File: config.mk
export PLATFORM = sky130hd
export DESIGN_NAME = pipe_ctrl
export DESIGN_NICKNAME = d
export VERILOG_FILES = /design/src/rtl/pipe_ctrl_pkg.sv /design/src/rtl/pipe_ctrl_hazard_det.sv /design/src/rtl/pipe_ctrl.sv
export SDC_FILE = /design/constraint.sdc
export NUM_CORES = 1
export LEC_CHECK = 0
export ABC_AREA = 1
export BUFFER_PORTS_ARGS = -buffer_cell sky130_fd_sc_hd__buf_2
export CORE_ASPECT_RATIO = 1.4
export CORE_MARGIN = 5
export CORE_UTILIZATION = 35
export CTS_BUF_LIST = sky130_fd_sc_hd__clkbuf_4 sky130_fd_sc_hd__clkbuf_8
export CTS_CLUSTER_DIAMETER = 30
export DETAILED_ROUTE_END_ITERATION = 12
export PLACE_DENSITY = 0.69
export SETUP_SLACK_MARGIN = 0.4
export SKIP_LAST_GASP = 1
export SLEW_MARGIN = 5
export SYNTH_ARGS = -nofsm -noshare
export SYNTH_HDL_FRONTEND = slang
export SYNTH_SLANG_ARGS = --single-unit
File: constraint.sdc
create_clock -name clk -period 1.9 [get_ports clk]
set_input_delay 0.475 -clock clk [delete_from_list [all_inputs] [get_ports clk]]
set_output_delay 0.475 -clock clk [all_outputs]
set_load 0.01 [all_outputs]
File: src/rtl/pipe_ctrl_pkg.sv
// Shared CPU pipeline-control definitions: controller state encodings and
// the field values that make up a decode-to-ALU NOP bubble.
package pipe_ctrl_pkg;

  typedef enum logic [1:0] {
    RUN     = 2'd0,
    MD_WAIT = 2'd1,
    FLUSH   = 2'd2
  } state_e;

  // A bubble is an all-zero instruction slot that writes no register.
  localparam logic       NOP_RD_REG_EN  = 1'b0;
  localparam logic [4:0] NOP_RD_ADDR    = 5'd0;
  localparam logic [4:0] NOP_RS_ADDR    = 5'd0;
  localparam logic       NOP_IS_LOAD    = 1'b0;
  localparam logic       NOP_MDIV_REQ   = 1'b0;

endpackage

File: src/rtl/pipe_ctrl_hazard_det.sv
// Load-use hazard detect: a decode-stage source matches the non-x0 destination
// of a load sitting in the ALU stage. Pure combinational.
module pipe_ctrl_hazard_det (
  input  logic       de_rs1_en,
  input  logic       de_rs2_en,
  input  logic [4:0] de_rs1_addr,
  input  logic [4:0] de_rs2_addr,
  input  logic       alu_rd_reg_en,
  input  logic [4:0] alu_rd_reg_addr,
  input  logic       alu_is_load,
  output logic       lu
);

  logic rs1_match;
  logic rs2_match;

  assign rs1_match = de_rs1_en & (de_rs1_addr == alu_rd_reg_addr);
  assign rs2_match = de_rs2_en & (de_rs2_addr == alu_rd_reg_addr);
  assign lu = alu_is_load & alu_rd_reg_en & (alu_rd_reg_addr != 5'd0)
            & (rs1_match | rs2_match);

endmodule

File: src/rtl/pipe_ctrl.sv
// Pipeline hazard/stall controller: load-use bubbles, branch flush, and the
// multi-cycle mul/div handshake with timeout. Control outputs are combinational.
module pipe_ctrl
  import pipe_ctrl_pkg::*;
#(
  parameter int FLUSH_CYCLES = 2,
  parameter int MDIV_TIMEOUT = 64
) (
  input  logic        clk,
  input  logic        rst_n,
  input  logic        de_rs1_en,
  input  logic        de_rs2_en,
  input  logic [4:0]  de_rs1_addr,
  input  logic [4:0]  de_rs2_addr,
  input  logic        alu_rd_reg_en,
  input  logic [4:0]  alu_rd_reg_addr,
  input  logic        alu_is_load,
  input  logic        alu_mdiv_req,
  input  logic        mdiv_done,
  input  logic        branch_taken,
  input  logic        stall_cnt_clr,
  output logic        fe_stall,
  output logic        de_stall,
  output logic        de_bubble,
  output logic        alu_hold,
  output logic        flush,
  output logic        mdiv_start,
  output logic        mdiv_err,
  output logic [15:0] stall_cnt
);

  localparam logic [7:0] FLUSH_LOAD   = 8'(FLUSH_CYCLES - 1);
  localparam logic [7:0] MDIV_LAST    = 8'(MDIV_TIMEOUT - 1);

  logic        lu;
  state_e      state_q, state_d;
  logic [7:0]  cnt_q, cnt_d;
  logic        mdiv_err_q, mdiv_err_d;
  logic [15:0] stall_cnt_q, stall_cnt_d;

  logic fe_stall_c, de_stall_c, de_bubble_c, alu_hold_c, flush_c, mdiv_start_c;

  pipe_ctrl_hazard_det u_hazard_det (
    .de_rs1_en       (de_rs1_en),
    .de_rs2_en       (de_rs2_en),
    .de_rs1_addr     (de_rs1_addr),
    .de_rs2_addr     (de_rs2_addr),
    .alu_rd_reg_en   (alu_rd_reg_en),
    .alu_rd_reg_addr (alu_rd_reg_addr),
    .alu_is_load     (alu_is_load),
    .lu              (lu)
  );

  always_comb begin
    state_d      = state_q;
    cnt_d        = cnt_q;
    mdiv_err_d   = mdiv_err_q;
    fe_stall_c   = 1'b0;
    de_stall_c   = 1'b0;
    de_bubble_c  = 1'b0;
    alu_hold_c   = 1'b0;
    flush_c      = 1'b0;
    mdiv_start_c = 1'b0;

    case (state_q)
      RUN: begin
        if (branch_taken) begin
          flush_c = 1'b1;
          if (FLUSH_CYCLES > 1) begin
            state_d = FLUSH;
            cnt_d   = FLUSH_LOAD;
          end
        end else if (alu_mdiv_req) begin
          mdiv_start_c = 1'b1;
          fe_stall_c   = 1'b1;
          de_stall_c   = 1'b1;
          alu_hold_c   = 1'b1;
          state_d      = MD_WAIT;
          cnt_d        = 8'd0;
        end else if (lu) begin
          fe_stall_c  = 1'b1;
          de_stall_c  = 1'b1;
          de_bubble_c = 1'b1;
        end
      end

      MD_WAIT: begin
        cnt_d = cnt_q + 8'd1;
        if (mdiv_done) begin
          state_d = RUN;
        end else if (cnt_q == MDIV_LAST) begin
          // Give up on the unit; release the pipe and leave a sticky flag.
          mdiv_err_d = 1'b1;
          state_d    = RUN;
        end else begin
          fe_stall_c = 1'b1;
          de_stall_c = 1'b1;
          alu_hold_c = 1'b1;
        end
      end

      FLUSH: begin
        flush_c = 1'b1;
        cnt_d   = cnt_q - 8'd1;
        // The branch cycle already flushed once, so leave when the count runs out.
        if (cnt_q <= 8'd1) begin
          state_d = RUN;
        end
      end

      default: begin
        state_d = RUN;
        cnt_d   = 8'd0;
      end
    endcase

    stall_cnt_d = stall_cnt_q;
    if (stall_cnt_clr) begin
      stall_cnt_d = 16'd0;
    end else if (de_stall_c && (stall_cnt_q != 16'hFFFF)) begin
      stall_cnt_d = stall_cnt_q + 16'd1;
    end
  end

  always_ff @(posedge clk or negedge rst_n) begin
    if (!rst_n) begin
      state_q     <= RUN;
      cnt_q       <= 8'd0;
      mdiv_err_q  <= 1'b0;
      stall_cnt_q <= 16'd0;
    end else begin
      state_q     <= state_d;
      cnt_q       <= cnt_d;
      mdiv_err_q  <= mdiv_err_d;
      stall_cnt_q <= stall_cnt_d;
    end
  end

  // Gate with rst_n so nothing leaks out while reset is asserted.
  assign fe_stall   = fe_stall_c   & rst_n;
  assign de_stall   = de_stall_c   & rst_n;
  assign de_bubble  = de_bubble_c  & rst_n;
  assign alu_hold   = alu_hold_c   & rst_n;
  assign flush      = flush_c      & rst_n;
  assign mdiv_start = mdiv_start_c & rst_n;
  assign mdiv_err   = mdiv_err_q;
  assign stall_cnt  = stall_cnt_q;

endmodule
Word-level counts from Yosys, hierarchy flattened. Index checks and enable logic that the tools add are counted.

Add/subtract/negate cells: 3. Reductions and logical operators: 6. Eq/ne operators: 9. Muxes and demuxes: 26. Order comparisons: 1. Bitwise operators: 12.

Operators by type and width (number): 16-bit 2-to-1 mux (2); 8-bit case mux with 3 select lines (1); 16-bit by 1-bit adder with 16-bit output (second input constant) (1); 8-bit 2-to-1 mux (2); 16-bit inequality test (second input constant) (1); 1-bit 2-to-1 mux (12); 1-bit bitwise AND (10); 5-bit == test (2); 2-bit 2-to-1 mux (5); 8-bit by 1-bit adder with 8-bit output (second input constant) (1); 8-bit by 6-bit == test with 1-bit output (second input constant) (1); 8-bit by 1-bit less-or-equal comparator with 1-bit output (second input constant) (1); 8-bit by 1-bit subtractor with 8-bit output (second input constant) (1); 3-bit inequality test (second input constant) (2); 1-bit case mux with 2 select lines (3); 2-bit case mux with 3 select lines (1); 3-bit AND reduction (2); 5-bit nonzero test (1); 2-bit by 1-bit == test with 1-bit output (second input constant) (1); 2-bit == test (second input constant) (1); 2-bit logical NOT (1); 2-bit inequality test (second input constant) (1); 2-bit nonzero test (1); 1-bit logical AND (1); 2 further kinds (2).

Word-level logic and storage cells: 61. Bits of input ports: 25. Bits in registers: 27.

Longest topological paths before layout.
Depth after elaboration: 11. Mapped depth: 12. Mapped depth without buffers: 11.

Modules after synthesis. From an unflattened synthesis, not the netlist that was laid out.

Cell total of the unflattened synthesis: 353. Area total of the unflattened synthesis: 2170.8 sq um.

Modules (own cells, without submodules): pipe_ctrl (instances 1, sequential area each 675.6 sq um, cells each 297, area each 1950.6 sq um); pipe_ctrl_hazard_det (instances 1, sequential area each 0.0 sq um, cells each 56, area each 220.2 sq um).

Least setup slack after synthesis. No wires, ideal clock.

Path type: reg2out. Start point: reg cnt_q[0]. End point: out fe_stall. Arrival time: 1.444 ns. Data required time: 1.425 ns. Cell stages (with the launch flop): 8. Slack: -0.019 ns. Cells stage by stage: dfrtp_1 > ha_1 > nand3_4 > nor3_4 > nand2_2 > a21oi_4 > a21oi_1 > buf_4.

Longest elaborated chain between the ends: 5.

RTL lines: start: declaration (RTL line pipe_ctrl.sv:37) `logic [7:0] cnt_q, cnt_d;`; start signal: assignment (RTL line pipe_ctrl.sv:133) `cnt_q <= cnt_d;`; 8-bit by 6-bit == test with 1-bit output (RTL line pipe_ctrl.sv:91) `end else if (cnt_q == MDIV_LAST) begin`; 1-bit 2-to-1 mux (2 in a row); 1-bit case mux with 2 select lines; 1-bit bitwise AND; end: declaration (RTL line pipe_ctrl.sv:22) `output logic fe_stall,`.

No other way between the ends.

Worst setup path after layout.
Start point: reg state_q[0]. End point: out de_stall.

Longest elaborated chain between the ends: 3. Elaborated cells on any way between the ends: 4. Those cells by class: eq/ne: 1; mux: 1; bitwise: 1; reduce/logical: 1.

RTL lines: start: declaration (RTL line pipe_ctrl.sv:36) `state_e state_q, state_d;`; start signal: assignment (RTL line pipe_ctrl.sv:132) `state_q <= state_d;`; 2-bit by 1-bit == test with 1-bit output or 2-bit logical NOT (tied branches) (RTL line pipe_ctrl.sv:65) `case (state_q)`; 1-bit case mux with 2 select lines (*) (RTL line pipe_ctrl.sv:65); 1-bit bitwise AND (*) (RTL line pipe_ctrl.sv:141) `assign de_stall = de_stall_c & rst_n;`; end: declaration (RTL line pipe_ctrl.sv:23) `output logic de_stall,`.

Mark *: on every way between the ends. The rest lies on a longest branch, timed or not.

==> results by group <==
Route
  • Post-Route WL: ~5.7 mm
  • 1st-iter DRT viols: between 100 and 150
  • Post-route DRC violation count: 0
  • Wire length per cell: 12.4 um
  • ANT nets after route: 0
  • Total number of vias: roughly 2300
  • Drt pass-1 iters: 5
  • Vias/cell: just over 5

Placed design
  • IO Port Bufs: 47
  • Global placement routability congestion: between 0.7 and 0.8
  • Placed cells: 436
  • Post-DP HPWL: about 4 mm

Floorplanning
  • Core Rows: 34
  • Area of the die: ~8000 um2
  • Initial Util: a little over a third
  • Core area: a little over 6000 um2
  • IO Pins: 48
  • Die height: between 100 and 150 um
  • Die width: 77.1 um

Logic synthesis
  • Yosys top cell by area: dfrtp_1
  • Synth warn: 0
  • Yosys top cell area share: a little under a third
  • Count leader, synth: nand2_1
  • Synth area leaders: dfrtp_1, nand2_1, inv_1
  • Mux share of post-synthesis cell area: 0%
  • Yosys reg bits: 27
  • Largest family of logic cells by synthesized area: simple AND/OR/NAND/NOR gates
  • Compound-Gate Fraction of Synth Area: under 10%
  • Synth Instances: 311
  • Post-synth EDFFs: 0
  • Synth Flop Type: dfrtp_1
  • Asr flop ratio synth: 100%
  • Post-synthesis sequential area ratio: between 30% and 40%
  • Netlist Area Pre-Place: about 2200 um2
  • Most common library cells after synthesis: nand2_1, inv_1, nor2_1, dfrtp_1, nand3_1
  • Synth Area in Adders: under 10%
  • Synth Area in XOR/XNOR: approximately 5.9%
  • Syn Area/Cell: between 7 and 8 um2
  • Post-Synth Simple-Gate Area: between 40% and 50%
  • Synth cell types: 35
  • Synthesized net count: 340

Global route
  • Overflow after GRT: 0
  • Maximum number of pins on one net before global-route repair: 33
  • Total track usage: around 14%
  • First-pass GRT wire length: 9.71 mm
  • Initial antenna violation count: 0
  • Number of global-route vias before repair: between 2000 and 2500

Power and ir drop
  • Power share of the clock group: around 15%
  • Power Dens Cells: 781 nW/um2
  • Worst VDD drop: between 0.3 and 0.4 mV
  • Net Sw Frac: between 40% and 50%
  • Sequential power share: between 30 and 40%
  • Logic gate share of total power: 51.7%
  • Switching Power: approximately 0.001 W
  • Leak Pwr: between 1.5 and 2 nW
  • Int Pwr: 0.00131 W

Layout
  • Area delta synth->final: 32.8%
  • FILL cells: roughly 600
  • Share of layout cells above drive strength 1: roughly a third
  • Core Util, Final: 47.5%
  • Antenna cells: 0
  • Net count, final: about 410
  • Non-Filler Instances: 455

Timing
  • Fin crit share: 108%
  • Clk_skew: roughly 0.0042 ns
  • Max Slew Vio Count: 0
  • Final Hold Fails: 0
  • Fmax: around 490 MHz
  • Worst setup margin: -0.158 ns
  • Actual slew at the worst max-slew pin: about 0.42 ns
  • Fin crit period: about 2.1 ns
  • RSZ-0062 raised after global routing: true
  • Endpoints failing setup: 21
  • Max-Slew Margin vs Limit: 71.8%

Clocking
  • Clk_lat worst skew: about 0.27 ns
  • Clock sink count: 27
  • Root Buffer: clkbuf_8
  • Worst-path clk slew: 0.10 ns
  • Inserted Clock Buffers: 3
  • Total number of H-tree levels: 1
  • Max clock buf depth: 2
  • Hold_buf cts: 0
  • CTS tree: done

Run status
  • Status: complete, but fails checks
  • Failing checks: setup timing

Min path
  • Min-Delay Path Class: primary input to asynchronous set/reset pin

Worst setup path
  • Worst EP arrival: around 1.6 ns
  • Worst-path maximum fanout: 4
  • Required time of the critical path: approximately 1.4 ns
  • CP startpoint kind: register
  • CP Class: register to output port
  • Crit. End Element: output port

Flow run
  • Max-cap violations: 0
-- sequential cells by signal, summed over array words and instances (netlist names) --
signal,cells
stall_cnt,16
mdiv_err,1
cnt_q,8
state_q,2
-- layout by cell type (no fill, tap or decap), drive strengths merged --
| cell type | instances |
|---|---|
| a211o | 1 |
| a21oi | 5 |
| a31o | 1 |
| buf | 75 |
| clkbuf | 3 |
| clkinv | 2 |
| dfrtp | 27 |
| ha | 4 |
| inv | 47 |
| nand2 | 87 |
| nand3 | 40 |
| nand4 | 20 |
| nor2 | 34 |
| nor3 | 9 |
| o211ai | 2 |
| o21ai | 7 |
| o221ai | 2 |
| o311ai | 1 |
| or2 | 1 |
| xnor2 | 2 |
| xor2 | 13 |
-- final timing paths --
| kind | end | from | slack [ns] | cells after the start |
|---|---|---|---|---|
| setup / recovery | de_stall | state_q[0] | -0.16 | 7 |
| hold / removal | state_q[1] | rst_n | 0.21 | 2 |
| setup reg to reg | stall_cnt[13] | cnt_q[5] | -0.04 | 12 |
| hold reg to reg | mdiv_err | mdiv_err | 0.48 | 1 |
| max in group asynchronous | cnt_q[3] | rst_n | 1.41 | 2 |
| min in group clk | mdiv_err | mdiv_err | 0.48 | 1 |
-- stage by stage --
stage / worst slack (ns) / area [um2] / setup TNS, ns / power (W) / hold slack, ns
2_1_floorplan: 0.0400 / 2280 / 0 / 0.00145 / 0.179
3_3_place_gp: 0.0181 / 2640 / 0 / 0.00169 / 0.469
3_5_place_dp: 0.00458 / 2640 / 0 / 0.00171 / 0.458
4_1_cts: -0.146 / 2860 / -0.653 / 0.00220 / 0.214
5_1_grt: -0.238 / 2930 / -3.10 / 0.00247 / 0.226
6_report: -0.158 / 2930 / -1.08 / 0.00229 / 0.205
-- kinds of logic (layout without fill, tap and decap cells) --
logic type	Yosys count	count (layout)
AND/OR/NAND/NOR	190	191
buffers and inverters	56	127
flip-flops	27	27
AO/OA/AOI/OAI	19	19
adder cells (fa/ha/maj)	4	4
XOR/XNOR	15	15
-- worst max-delay path: stages (launching register included) --
cell and delay [ns]:
dfrtp_1 0.41, nor2_2 0.14, inv_1 0.05, or2_4 0.26
nor2_4 0.11, a21oi_4 0.05, a21oi_2 0.15, buf_2 0.15
-- per-layer routing --
| layer | share of wire (%) | up-vias | routed length [um] | GRT usage [%] |
|---|---|---|---|---|
| met5 | 0 | - | 0 | 0 |
| met1 | 42 | 1066 | 2390 | 18.0 |
| met4 | 1.3 | 0 | 74 | 4.05 |
| li1 | - | 1157 | - | - |
| met3 | 4.7 | 6 | 268 | 1.73 |
| met2 | 52 | 61 | 2920 | 24.7 |
-- area by class of cell --
cell class / instances / area (um2) / area share (%)
clock buffers: 3 / 41.3 / 1.41
clock inverters: 1 / 5.00 / 0.171
repair buffers: 75 / 513 / 17.5
well taps: 72 / 90.1 / 3.07
flip-flops and latches: 27 / 677 / 23.1
multi-input cells: 229 / 1420 / 48.4
inverters: 48 / 188 / 6.40
-- power by group through the flow --
stage / clock network, W / registers, W / logic [W]
3_5_place_dp: 0 / 0.000761 / 0.000945
3_3_place_gp: 0 / 0.000760 / 0.000932
6_report: 0.000338 / 0.000768 / 0.00118
2_1_floorplan: 0 / 0.000755 / 0.000695
5_1_grt: 0.000369 / 0.000783 / 0.00132
4_1_cts: 0.000352 / 0.000755 / 0.00110
-- timing repair --
action / CTS / global route
hold endpoints to repair: 0 / 0
setup buffers: 10 / 3
gates cloned: 2 / 0
pin swaps: 2 / 4
resized for setup: 11 / 14
endpoints found under the setup margin: 24 / 27
Power figures use the tool's default switching activity.
